===== config.mk =====
export PLATFORM = sky130hd
export DESIGN_NAME = instr_mem_loader
export DESIGN_NICKNAME = d
export VERILOG_FILES = /design/src/rtl/instr_mem_loader.sv
export SDC_FILE = /design/constraint.sdc
export NUM_CORES = 1
export LEC_CHECK = 0
export ABC_CLOCK_PERIOD_IN_PS = 5000
export BUFFER_PORTS_ARGS = -buffer_cell sky130_fd_sc_hd__buf_2
export CAP_MARGIN = 40
export CORE_MARGIN = 2
export CORE_UTILIZATION = 60
export CTS_CLUSTER_DIAMETER = 200
export DETAILED_ROUTE_END_ITERATION = 8
export PLACE_DENSITY = 0.86
export SYNTH_ARGS = -nofsm -noshare
export SYNTH_HDL_FRONTEND = slang
export SYNTH_SLANG_ARGS = --single-unit
export TNS_END_PERCENT = 30

===== constraint.sdc =====
create_clock -name clk -period 5 [get_ports clk]
set_input_delay 0.5 -clock clk [delete_from_list [all_inputs] [get_ports clk]]
set_output_delay 0.5 -clock clk [all_outputs]
set_load 0.02 [all_outputs]

===== src/rtl/instr_mem_loader.sv =====
// instr_mem_loader
// Boot-time writer for the instruction memory. Takes a byte stream with a
// 2-byte big-endian word-count header, packs bytes MSB-first into WIDTH-bit
// words and issues one write per word at incrementing addresses from 0.
// Words past VOLUME are drained from the stream but never written.

module instr_mem_loader #(
    parameter int WIDTH  = 32,
    parameter int VOLUME = 64,
    parameter int ADDR_W = 6
) (
    input  logic              clk,
    input  logic              rst_n,
    input  logic              start,
    input  logic              byte_valid,
    input  logic [7:0]        byte_data,
    output logic              byte_ready,
    output logic              wr_en,
    output logic [ADDR_W-1:0] wr_addr,
    output logic [WIDTH-1:0]  wr_data,
    output logic              busy,
    output logic              done,
    output logic              error
);

    localparam int BYTES  = WIDTH / 8;
    localparam int BCNT_W = (BYTES > 1) ? $clog2(BYTES) : 1;
    localparam logic [BCNT_W-1:0] LAST_BYTE = BCNT_W'(BYTES - 1);
    // 17 bits so a VOLUME of 65536 still compares correctly against 16-bit counts
    localparam logic [16:0] VOL17 = 17'(VOLUME);

    typedef enum logic [1:0] {
        IDLE,
        LEN_HI,
        LEN_LO,
        DATA
    } state_t;

    state_t              state;
    logic [15:0]         len;
    logic [15:0]         word_idx;
    logic [BCNT_W-1:0]   byte_cnt;
    logic [WIDTH-1:0]    word_reg;

    logic                accept;
    logic [WIDTH-1:0]    next_word;
    logic [15:0]         hdr_len;
    logic                word_last_byte;
    logic                in_range;
    logic                final_word;

    // Ready depends only on state, so the source never sees a ready that
    // combinationally depends on its own valid.
    assign byte_ready     = (state != IDLE);
    assign accept         = byte_valid && byte_ready;
    assign next_word      = (word_reg << 8) | WIDTH'(byte_data);
    // Full header count as it will be once the low byte is taken this cycle
    assign hdr_len        = {len[15:8], byte_data};
    assign word_last_byte = (byte_cnt == LAST_BYTE);
    assign in_range       = ({1'b0, word_idx} < VOL17);
    assign final_word     = ((word_idx + 16'd1) == len);

    // Load FSM: header capture, byte packing, write strobe and status flags
    always_ff @(posedge clk) begin
        // NOTE: every register here is plain state (no memory array), so all
        // of it is reset; a mid-load reset must also drop any partial word.
        if (!rst_n) begin
            state    <= IDLE;
            len      <= '0;
            word_idx <= '0;
            byte_cnt <= '0;
            word_reg <= '0;
            wr_en    <= 1'b0;
            wr_addr  <= '0;
            wr_data  <= '0;
            busy     <= 1'b0;
            done     <= 1'b0;
            error    <= 1'b0;
        end else begin
            // NOTE: non-blocking throughout; the strobe defaults low and is
            // raised only in the cycle a word completes, giving a 1-cycle pulse.
            wr_en <= 1'b0;

            case (state)
                IDLE: begin
                    if (start) begin
                        state    <= LEN_HI;
                        busy     <= 1'b1;
                        done     <= 1'b0;
                        error    <= 1'b0;
                        len      <= '0;
                        word_idx <= '0;
                        byte_cnt <= '0;
                    end
                end

                LEN_HI: begin
                    if (accept) begin
                        len[15:8] <= byte_data;
                        state     <= LEN_LO;
                    end
                end

                LEN_LO: begin
                    if (accept) begin
                        len[7:0] <= byte_data;
                        word_idx <= '0;
                        byte_cnt <= '0;
                        if (hdr_len == 16'd0) begin
                            state <= IDLE;
                            done  <= 1'b1;
                            busy  <= 1'b0;
                        end else begin
                            state <= DATA;
                            if ({1'b0, hdr_len} > VOL17) begin
                                error <= 1'b1;
                            end
                        end
                    end
                end

                DATA: begin
                    if (accept) begin
                        word_reg <= next_word;
                        if (word_last_byte) begin
                            byte_cnt <= '0;
                            word_idx <= word_idx + 16'd1;
                            // Overflow words are consumed but not written
                            if (in_range) begin
                                wr_en   <= 1'b1;
                                wr_addr <= word_idx[ADDR_W-1:0];
                                wr_data <= next_word;
                            end
                            if (final_word) begin
                                state <= IDLE;
                                done  <= 1'b1;
                                busy  <= 1'b0;
                            end
                        end else begin
                            byte_cnt <= byte_cnt + BCNT_W'(1);
                        end
                    end
                end

                default: state <= IDLE;
            endcase
        end
    end

endmodule


==> summary.md <==
| Metric | Value |
|---|---|
| Outcome | `finished, final reports clean` |
| DP HPWL | `7352 microns` |
| Pre-CTS WS | `2.338 ns` |
| Setup ws final | `2.256 ns` |
| Most frequent cells in the layout | `142 x nand2_1, 102 x dfxtp_1, 90 x a21oi_1, 54 x buf_2, 41 x nor2_1` |
| Clock-pin slew on the worst setup and hold paths | `0.10 ns` |
| Post-synth EDFFs | `0` |
| M1 GR Usage | `36.70%` |
| Setup violators final | `0` |
| Die Span Y | `90.62 microns` |
| Clk root buf | `clkbuf_8` |
| Global route total overflow | `0` |
| Skew final | `0.01207 ns` |
| NumNets Final | `622` |
| Worst hold path class | `in2reg` |
| Chip width | `90.62 microns` |
| Placer Congestion | `0.8705` |
| Worst slew pin tran | `0.8715 ns` |
| CTS sink count | `102` |
| LEAKAGE | `1.863 nW` |
| CP Max Fanout | `9` |
| Max reg flops | `32` |
| Htree depth | `3` |
| Most Used Layer, Global Route | `met2` |
| First-pass GRT wire length | `18,770 microns` |
| Sequential share of the synthesized area | `45.36%` |
| Core area | `7253 sq um` |
| Postcts setup bufs | `0` |
| Area growth syn-to-layout | `10.95%` |
| Skew-Pair Late Insertion Delay | `0.38 ns` |
| Synth warnings | `0` |
| Cell Area, Synth | `4502 sq um` |
| Fin cells | `712` |
| CTS resizes | `0` |
| Period minus WS final | `2.744 ns` |
| Max-cap violations | `0` |
| Share of flip-flops with an asynchronous set or reset | `0%` |
| Overall routed net length | `10,950 microns` |
| R2R depth | `7` |
| PwrDens | `301.8 nW/um^2` |
| Num CTS Buffers | `9` |
| FP Rows | `31` |
| Dominant cell type by area after synthesis | `dfxtp_1` |
| Top cells by area, synth | `dfxtp_1 45%, nand2_1 12%, a21oi_1 10%, nor2_1 3.4%, clkbuf_1 2.3%` |
| Vias in the first global route | `4,034` |
| Syn Area/Cell | `7.748 sq um` |
| Routed len/inst | `15.38 microns` |
| Initial Utilization | `62.07%` |
| Synth top area share | `45.36%` |
| RSZ-0062 raised after global routing | `false` |
| Total track usage | `27.68%` |
| Leading cell type in the layout, fill and taps excluded | `nand2_1` |
| Syn Nets | `595` |
| Sequential cell area | `2042 sq um` |
| Synth cell types | `53` |
| Initial antenna violation count | `0` |
| CP required | `5.33 ns` |
| DRT Pass-1 Iters | `5` |
| Worst setup SP type | `flop` |
| Post-route setup TNS | `0 ns` |
| DR vias | `4,312` |
| ANT nets after route | `0` |
| First DRT Iteration DRCs | `509` |
| Crit path kind | `reg2reg` |
| Largest net degree at the start of global routing | `89` |
| CTS tree | `yes` |
| Max_slew headroom | `41.90%` |
| Vias per inst | `6.056` |
| Area of the multi-input gates | `2251 sq um` |
| Cells after DPL | `696` |
| Ports | `55` |
| CTS max path bufs | `2` |
| Crit. End Element | `flop` |
| Met2 Usage GRT | `43.97%` |
| FF+latch count, synth | `102` |
| Final hold vios | `0` |
| Critical path arrival | `3.07 ns` |
| Layout cells sized above 1 | `13.38%` |
| Die area | `8212 sq um` |
| Post-Syn Instances | `581` |
| Number of port buffers | `54` |
| Final worst path period share | `54.88%` |
| Post-synth top flop | `dfxtp_1` |
| WHS Path Cells | `3` |
| Met3 Usage GRT | `4.090%` |
| FILL cells | `603` |
| FMAX | `0.3644 GHz` |
| Drt drc | `0` |
| Max IR drop VDD | `0.0001829 V` |
| ANT cells | `0` |
| Final Slew Violations | `0` |
| Hold buffer count at CTS | `0` |
-- metal layers --
metal	up-vias	share of wire, %
met5	-	0
met4	0	3.4
met3	42	7.2
met2	202	46
met1	2012	43
li1	2056	-
-- final timing paths --
check / startpoint / end / slack, ns
worst max-delay path: word_idx[0]$_SDFFE_PN0P_ / done$_SDFFE_PN0P_ / 2.26
worst min-delay path: byte_data[4] / wr_data[4]$_SDFFE_PN0P_ / 0.41
worst max register to register: word_idx[0]$_SDFFE_PN0P_ / done$_SDFFE_PN0P_ / 2.26
worst min register to register: wr_data[17]$_SDFFE_PN0P_ / wr_data[17]$_SDFFE_PN0P_ / 0.46
-- power by group --
| group | leakage, nW | internal, mW | total, mW | switching [mW] |
|---|---|---|---|---|
| Clock | 0.117 | 0.304 | 0.600 | 0.296 |
| Sequential | 0.822 | 0.818 | 0.827 | 0.00917 |
| Combinational | 0.923 | 0.0250 | 0.0801 | 0.0551 |
| Total | 1.86 | 1.15 | 1.51 | 0.360 |
-- worst max-delay path: stages, from the launching register on --
cell and delay [ns]:
dfxtp_1 0.54, ha_1 0.34, xnor2_1 0.18, o211ai_1 0.12
a2111oi_0 0.65, nand4b_1 0.25, nor4_4 0.43, a31o_1 0.19
-- area by class of cell --
class | count | area share, %
Multi-Input combinational cell | 428 | 45.07
Sequential cell | 102 | 40.88
Timing Repair Buffer | 58 | 6.162
Clock buffer | 10 | 2.756
Tap cell | 99 | 2.480
Clock inverter | 6 | 1.979
Inverter | 9 | 0.6764
-- cells by family (layout without fill, tap and decap cells) --
family	Yosys count	after routing	share of synthesized area (%)
and+or+nand+nor	259	259	26.49
AOI/OAI and AO/OA	145	145	18.59
DFF	102	102	45.36
buffers and inverters	51	83	4.641
xor gates and xnor gates	19	19	3.697
muxes	3	3	0.6671
adders and majority gates	2	2	0.5558
-- Yosys cell counts (3+ instances only) --
library cell / instances
xnor2_1: 10
a21oi_1: 90
nor2_1: 41
nor3b_1: 3
and3_1: 11
o31ai_1: 4
o21a_1: 3
o21ai_0: 15
xor2_1: 9
buf_2: 14
a31oi_1: 4
or3_1: 6
clkbuf_1: 28
a21o_1: 3
nand4_1: 8
nor4_1: 7
nor3_1: 5
nor4b_1: 3
inv_1: 8
a22oi_1: 8
nand3_1: 12
mux2i_1: 3
nor2b_1: 3
nand2_1: 142
and2_1: 4
dfxtp_1: 102
-- stage by stage --
stage	hold slack [ns]	util, %	total power [mW]	cell area, sq um
CTS	0.4031	68.86	1.510	4995
global route	0.4159	68.86	1.557	4995
finish	0.4083	68.86	1.507	4995
floorplan	0.4321	-	0.8985	4502
global placement	0.4413	65.40	0.9217	4743
detailed placement	0.4433	65.60	0.9230	4758
No activity file was read; power rests on OpenSTA's default activity.
